[config.mk]
export PLATFORM = sky130hd
export DESIGN_NAME = sram_port_arbiter
export DESIGN_NICKNAME = d
export VERILOG_FILES = /design/src/rtl/sram_port_arbiter.sv
export SDC_FILE = /design/constraint.sdc
export NUM_CORES = 1
export LEC_CHECK = 0
export CELL_PAD_IN_SITES_DETAIL_PLACEMENT = 0
export CELL_PAD_IN_SITES_GLOBAL_PLACEMENT = 2
export CORE_ASPECT_RATIO = 1.25
export CORE_UTILIZATION = 10
export CTS_CLUSTER_DIAMETER = 150
export CTS_CLUSTER_SIZE = 20
export DETAILED_ROUTE_END_ITERATION = 8
export PLACE_DENSITY_LB_ADDON = 0.25
export SYNTH_ARGS = -nofsm -noshare
export SYNTH_HDL_FRONTEND = slang
export SYNTH_SLANG_ARGS = --single-unit
[constraint.sdc]
create_clock -name clk -period 1.2 [get_ports clk]
set_clock_uncertainty 0.15 [all_clocks]
set_input_delay 0.24 -clock clk [delete_from_list [all_inputs] [get_ports clk]]
set_output_delay 0.24 -clock clk [all_outputs]
set_load 0.01 [all_outputs]
[src/rtl/sram_port_arbiter.sv]
// sram_port_arbiter: shares one single-port synchronous SRAM between the
// instruction-fetch port and the EXE-stage data port. Grants one request per
// cycle (data first by default) and steers the one-cycle-late read data back
// to the port that issued the access.
// Optional build macro: SRAM_ARB_FAIR_EN adds a starvation counter that forces
// a fetch grant after STARVE_MAX consecutive denied fetch cycles.
module sram_port_arbiter #(
    parameter int unsigned ADDR_W     = 32,
    parameter int unsigned DATA_W     = 32,
    parameter int unsigned STARVE_MAX = 4
) (
    input  logic              clk,
    input  logic              reset,
    input  logic              inst_req,
    input  logic [ADDR_W-1:0] inst_addr,
    output logic              inst_addr_ok,
    output logic              inst_data_ok,
    output logic [DATA_W-1:0] inst_rdata,
    input  logic              data_req,
    input  logic [3:0]        data_we,
    input  logic [ADDR_W-1:0] data_addr,
    input  logic [DATA_W-1:0] data_wdata,
    output logic              data_addr_ok,
    output logic              data_data_ok,
    output logic [DATA_W-1:0] data_rdata,
    output logic              sram_en,
    output logic [3:0]        sram_we,
    output logic [ADDR_W-1:0] sram_addr,
    output logic [DATA_W-1:0] sram_wdata,
    input  logic [DATA_W-1:0] sram_rdata
);

    typedef enum logic [1:0] {
        R_IDLE = 2'd0,
        R_INST = 2'd1,
        R_DRD  = 2'd2,
        R_DWR  = 2'd3
    } resp_state_e;

    resp_state_e state_q, state_d;
    logic        grant_inst;
    logic        grant_data;
    logic        starve_hit;

    // A zero threshold would leave the starvation counter without any bits.
    if (STARVE_MAX == 0) begin : g_bad_starve_max
        $error("sram_port_arbiter: STARVE_MAX must be nonzero");
    end

`ifdef SRAM_ARB_FAIR_EN
    localparam int unsigned CNT_W = $clog2(STARVE_MAX + 1);

    logic [CNT_W-1:0] starve_cnt_q, starve_cnt_d;

    assign starve_hit = inst_req && (starve_cnt_q == CNT_W'(STARVE_MAX));

    // Count consecutive denied fetch cycles, saturating at the threshold.
    always_comb begin
        starve_cnt_d = starve_cnt_q;
        if (!inst_req || grant_inst) begin
            starve_cnt_d = '0;
        end else if (starve_cnt_q != CNT_W'(STARVE_MAX)) begin
            starve_cnt_d = starve_cnt_q + CNT_W'(1);
        end
    end

    // Starvation counter register.
    always_ff @(posedge clk or posedge reset) begin
        if (reset) begin
            starve_cnt_q <= '0;
        end else begin
            starve_cnt_q <= starve_cnt_d;
        end
    end
`else
    // Fixed data-first priority: fetch never overrides a data request.
    assign starve_hit = 1'b0;
`endif

    // Per-cycle grant; nothing is granted while reset is asserted.
    always_comb begin
        grant_inst = 1'b0;
        grant_data = 1'b0;
        if (!reset) begin
            if (inst_req && (starve_hit || !data_req)) begin
                grant_inst = 1'b1;
            end else if (data_req) begin
                grant_data = 1'b1;
            end
        end
    end

    assign inst_addr_ok = grant_inst;
    assign data_addr_ok = grant_data;

    // Forward the granted request straight to the SRAM pins.
    always_comb begin
        sram_en    = 1'b0;
        sram_we    = 4'h0;
        sram_addr  = '0;
        sram_wdata = '0;
        if (grant_data) begin
            sram_en    = 1'b1;
            sram_we    = data_we;
            sram_addr  = data_addr;
            sram_wdata = data_wdata;
        end else if (grant_inst) begin
            sram_en    = 1'b1;
            sram_addr  = inst_addr;
        end
    end

    // Response state register: owner of last cycle's grant.
    always_ff @(posedge clk or posedge reset) begin
        if (reset) begin
            state_q <= R_IDLE;
        end else begin
            state_q <= state_d;
        end
    end

    // Next response state follows only this cycle's grant.
    always_comb begin
        state_d = R_IDLE;
        if (grant_inst) begin
            state_d = R_INST;
        end else if (grant_data) begin
            state_d = (data_we == 4'h0) ? R_DRD : R_DWR;
        end
    end

    // Route SRAM read data to the owning port; zero elsewhere.
    always_comb begin
        inst_data_ok = 1'b0;
        inst_rdata   = '0;
        data_data_ok = 1'b0;
        data_rdata   = '0;
        case (state_q)
            R_INST: begin
                inst_data_ok = 1'b1;
                inst_rdata   = sram_rdata;
            end
            R_DRD: begin
                data_data_ok = 1'b1;
                data_rdata   = sram_rdata;
            end
            R_DWR: begin
                data_data_ok = 1'b1;
            end
            default: ;
        endcase
    end

endmodule

# Yosys cells after proc, flatten, opt, wreduce, memory -nomap -nowiden

Cells that the tools add are included.

Reductions and logical operators: 4
Equality and inequality tests: 3
Mux-type cells: 18

Operators with widths:

| kind                 | count |
|---|---|
| $mux W32             | 5 |
| $mux W1              | 10 |
| $eq A2 B2 Y1 const B | 2 |
| $logic_not A4 Y1     | 1 |
| $mux W2              | 2 |
| $mux W4              | 1 |
| $eq A2 B1 Y1 const B | 1 |
| $reduce_or A2 Y1     | 1 |
| $logic_and A1 B1 Y1  | 1 |
| $logic_not A1 Y1     | 1 |

Bits in registers: 2

# Logic depth before layout (Yosys ltp)

Word-level depth: 6
Mapped depth: 4

# Least setup slack after synthesis

Ideal clock, no wire load.

Path type: reg-to-output
Start: reg state_q[1]
End: out inst_rdata[10]
Arrival: 983 ps
Cell stages (with the launch flop): 4
Path slack: -173 ps
Path buffers: 1
Path through: dfrtp_1 > nor2b_1 > clkbuf_1 > and2_1

Longest elaborated chain between the ends: 2

Ends and longest elaborated chain:

| what                     | RTL line | text |
|---|---|---|
| start: declaration       | 40       | `resp_state_e state_q, state_d;` |
| start signal: assignment | 118      | `state_q <= state_d;` |
| $eq A2 B1 Y1             | 138      | `case (state_q)` |
| $mux W32                 | 138      |  |
| end: declaration         | 18       | `output logic [DATA_W-1:0] inst_rdata,` |

No other way between the ends.

# Worst setup path after layout

Start: reg state_q[0]
End: out data_rdata[24]

Longest elaborated chain between the ends: 2

Ends and longest elaborated chain:

| what             | RTL line | text |
|---|---|---|
| $eq A2 B2 Y1     | 138      |  |
| $mux W32         | 138      |  |
| end: declaration | 25       | `output logic [DATA_W-1:0] data_rdata,` |

No other way between the ends.

==> results.toml <==
[status]
status = "finished with violations"
violations = "design-rule violations, negative setup slack"

[pwr]
p_sw_share_pct = 27.1
pwr-share-seq_pct = 3.4
clkPwrFrac_pct = 22.0
leakagePower_nw = 2.36
ir_worst_vdd_mv = 0.377
powerDensity_mw_per_mm2 = 460
share_comb_of_total_power_pct = 74.6
internal_power_mw = 1.65
power_switching_mw = 0.613

[critical_path]
critPathKind = "register to primary output"
cp_num_buf_inv = 4
critical-path-top-delay-family = "buffers and inverters"
required_ns = 0.81
path_max_fanout = 8
crit_chain = "buf_6 -> nor2b_4 -> buf_6 -> buf_16 -> and2_4 -> buf_6"
cp-end-kind = "primary output"
startpoint_type = "register"
cp_slowest_cell = "dfrtp_1"
max_stage_delay_ns = 0.39
critPathArrivalTime_ns = 1.37
crit_top_cell = "buf_6"

[timing]
finalMaxSlewViolations = 0
tightest_slew_ns = 0.201
fin_crit_ns = 1.76
tns_ns = -53.34
finalWorstSetupSlack_ns = -0.556
finalHoldViolCount = 0
fin_crit_sh_pct = 146
fmax_mhz = 569
slew_headroom_pct = 86.6
finalSetupViolCount = 137
rsz0062_at_grt = "yes"

[cts]
clk_pin_slew_ns = 0.03
h-tree-depth = 1
clock-sinks = 2
ctsLongestPathBuffers = 2
cts-root-buf = "clkbuf_16"
cts_made_buffers = 3
cts_tree = "built"

[placed_design]
hpwlAfterDp_mm = 6.51
placed_area_mm2 = 0.00409
gp_congestion = 0.670
place_inst = 561
port_buffers = 272

[synth]
yosys.area.top_type_share_pct = 54.2
syn-num-nets = 297
ys_types = 14
synth.mux.area_fraction_pct = 0
synthesis.area_mm2 = 0.00115
synth-xor-area-share_pct = 0
synthAdderAreaFrac_pct = 0
synth.area.top_cells = "and2_1 (54%), a22o_1 (24%), buf_6 (6.8%), dfrtp_1 (4.3%), nor2b_1 (2.2%)"
synth_area_per_cell_um2 = 7.17
netlist.top_cell.by_area = "and2_1"
ys_seq_area_share_pct = 4.34
yosys_warnings = 0
synthSimpleGateAreaFrac_pct = 59.2
synth_compound_area_share_pct = 24.9
synthCells = 161
synth-seq-cells = 2
synth_top_family_by_area = "simple AND/OR/NAND/NOR gates"

[grt]
overflow = 0
first_global_vias = 2572
track_usage_pct = 14.5
grt_max_degree = 17
grt_pass1_wl_mm = 13.6
antenna_found_initial = 0

[route]
first_pass_iters = 7
drtAntennaViolNets = 0
viasPerCell = 4.06
wl_mm = 9.21
vias = 2452
wl_per_cell_um = 15.2
drc = 20
dr.first_iter.drc_count = 45

[min_path]
min_to = "state_q[1]"
hp-class = "primary input to register"
hold_start = "data_req"
whs_path_depth = 2

[final_layout]
reg_top3 = "state_q (2)"
area_growth_pct = 326
final_layout_size_suffix_gt1_share_pct = 59.5
final_area_mm2 = 0.00491
finalNonFillerCells = 604
largest_reg_flops = 2
antenna_cells = 0
finalNetCount = 607
final_util_pct = 43.9
max_flop_register = "state_q"

[floorplanning]
dieArea_mm2 = 0.0120
rows = 43
die_w_um = 98.1
coreArea_mm2 = 0.0112
ioPinCount = 273
start_util_pct = 10.3
die_h_um = 122

[run]
cap_violations = 0
-- worst max-delay path by stage --
stage | from | slack, ns | endpoint | cells after the start
detailed placement | data_req | -1.17 | sram_addr[19] | 5
finish | state_q[0] | -0.56 | data_rdata[24] | 6
floorplan | reset | -0.12 | sram_addr[23] | 3
global route | state_q[1] | -0.61 | inst_rdata[2] | 6
global placement | data_req | -1.15 | sram_addr[19] | 5
CTS | state_q[1] | -0.57 | inst_rdata[2] | 6
-- power groups by stage --
| stage | Combinational (mW) | Sequential (mW) | Clock [mW] |
|---|---|---|---|
| 6_report | 1.69 | 0.0776 | 0.497 |
| 3_3_place_gp | 1.33 | 0.0768 | 0 |
| 4_1_cts | 1.63 | 0.0773 | 0.503 |
| 5_1_grt | 1.79 | 0.0783 | 0.511 |
| 2_1_floorplan | 0.403 | 0.0753 | 0 |
| 3_5_place_dp | 1.34 | 0.0770 | 0 |
-- repair_timing --
action | 4_1_cts | 5_1_grt
gates cloned | 13 | 0
resized for setup | 730 | 59
pin swaps | 59 | 39
endpoints found under the hold margin | 2 | 0
setup buffers | 27 | 4
hold buffers | 1 | 0
endpoints found under the setup margin | 138 | 137
-- routing by layer --
metal / track usage (%) / vias to the layer above / share of wire (%)
met5: 0 / - / 0
met4: 2.27 / 0 / 0.88
met3: 4.59 / 10 / 12
met2: 30.7 / 178 / 57
met1: 13.5 / 1105 / 30
li1: - / 1159 / -
-- stage by stage --
step                      hold WS [ns]  setup slack [ns]  total power [mW]
after floorplan                 -0.169            -0.115             0.478
after global placement           0.544             -1.15              1.41
after detailed placement         0.567             -1.17              1.42
after CTS                        0.124            -0.569              2.21
after global routing             0.145            -0.608              2.38
final                            0.138            -0.556              2.26
-- logic make-up after synthesis --
| logic type | Yosys count |
|---|---|
| AND/OR/NAND/NOR | 107 |
| buffers and inverters | 19 |
| flip-flops | 2 |
| AO/OA/AOI/OAI | 33 |
-- cell usage after synthesis (all sizes together) --
cell / instances
and2: 100
a22o: 32
buf: 10
clkbuf: 8
nor2b: 4
dfrtp: 2
a21o: 1
inv: 1
nor3b: 1
or2: 1
or4: 1
-- cells in the final DEF (no fill, tap or decap), types with 2 or more instances in the layout --
cell type and count:
a22o_1 32, and2_1 21, and2_4 79, buf_12 10, buf_16 10, buf_2 49
buf_4 4, buf_6 113, buf_8 5, clkbuf_16 3, clkdlybuf4s50_1 128, dlygate4sd2_1 2
nor2b_4 3
-- cell type report --
type                       count  area, um^2
clock buffer                   3        75.1
timing repair buffer         323        3420
fill                        1121        6280
tap                          135         169
sequential                     2        51.3
inverter                       1        3.75
multi-input combinational    140        1190
Note: power is estimated with default switching activity, not from simulation.
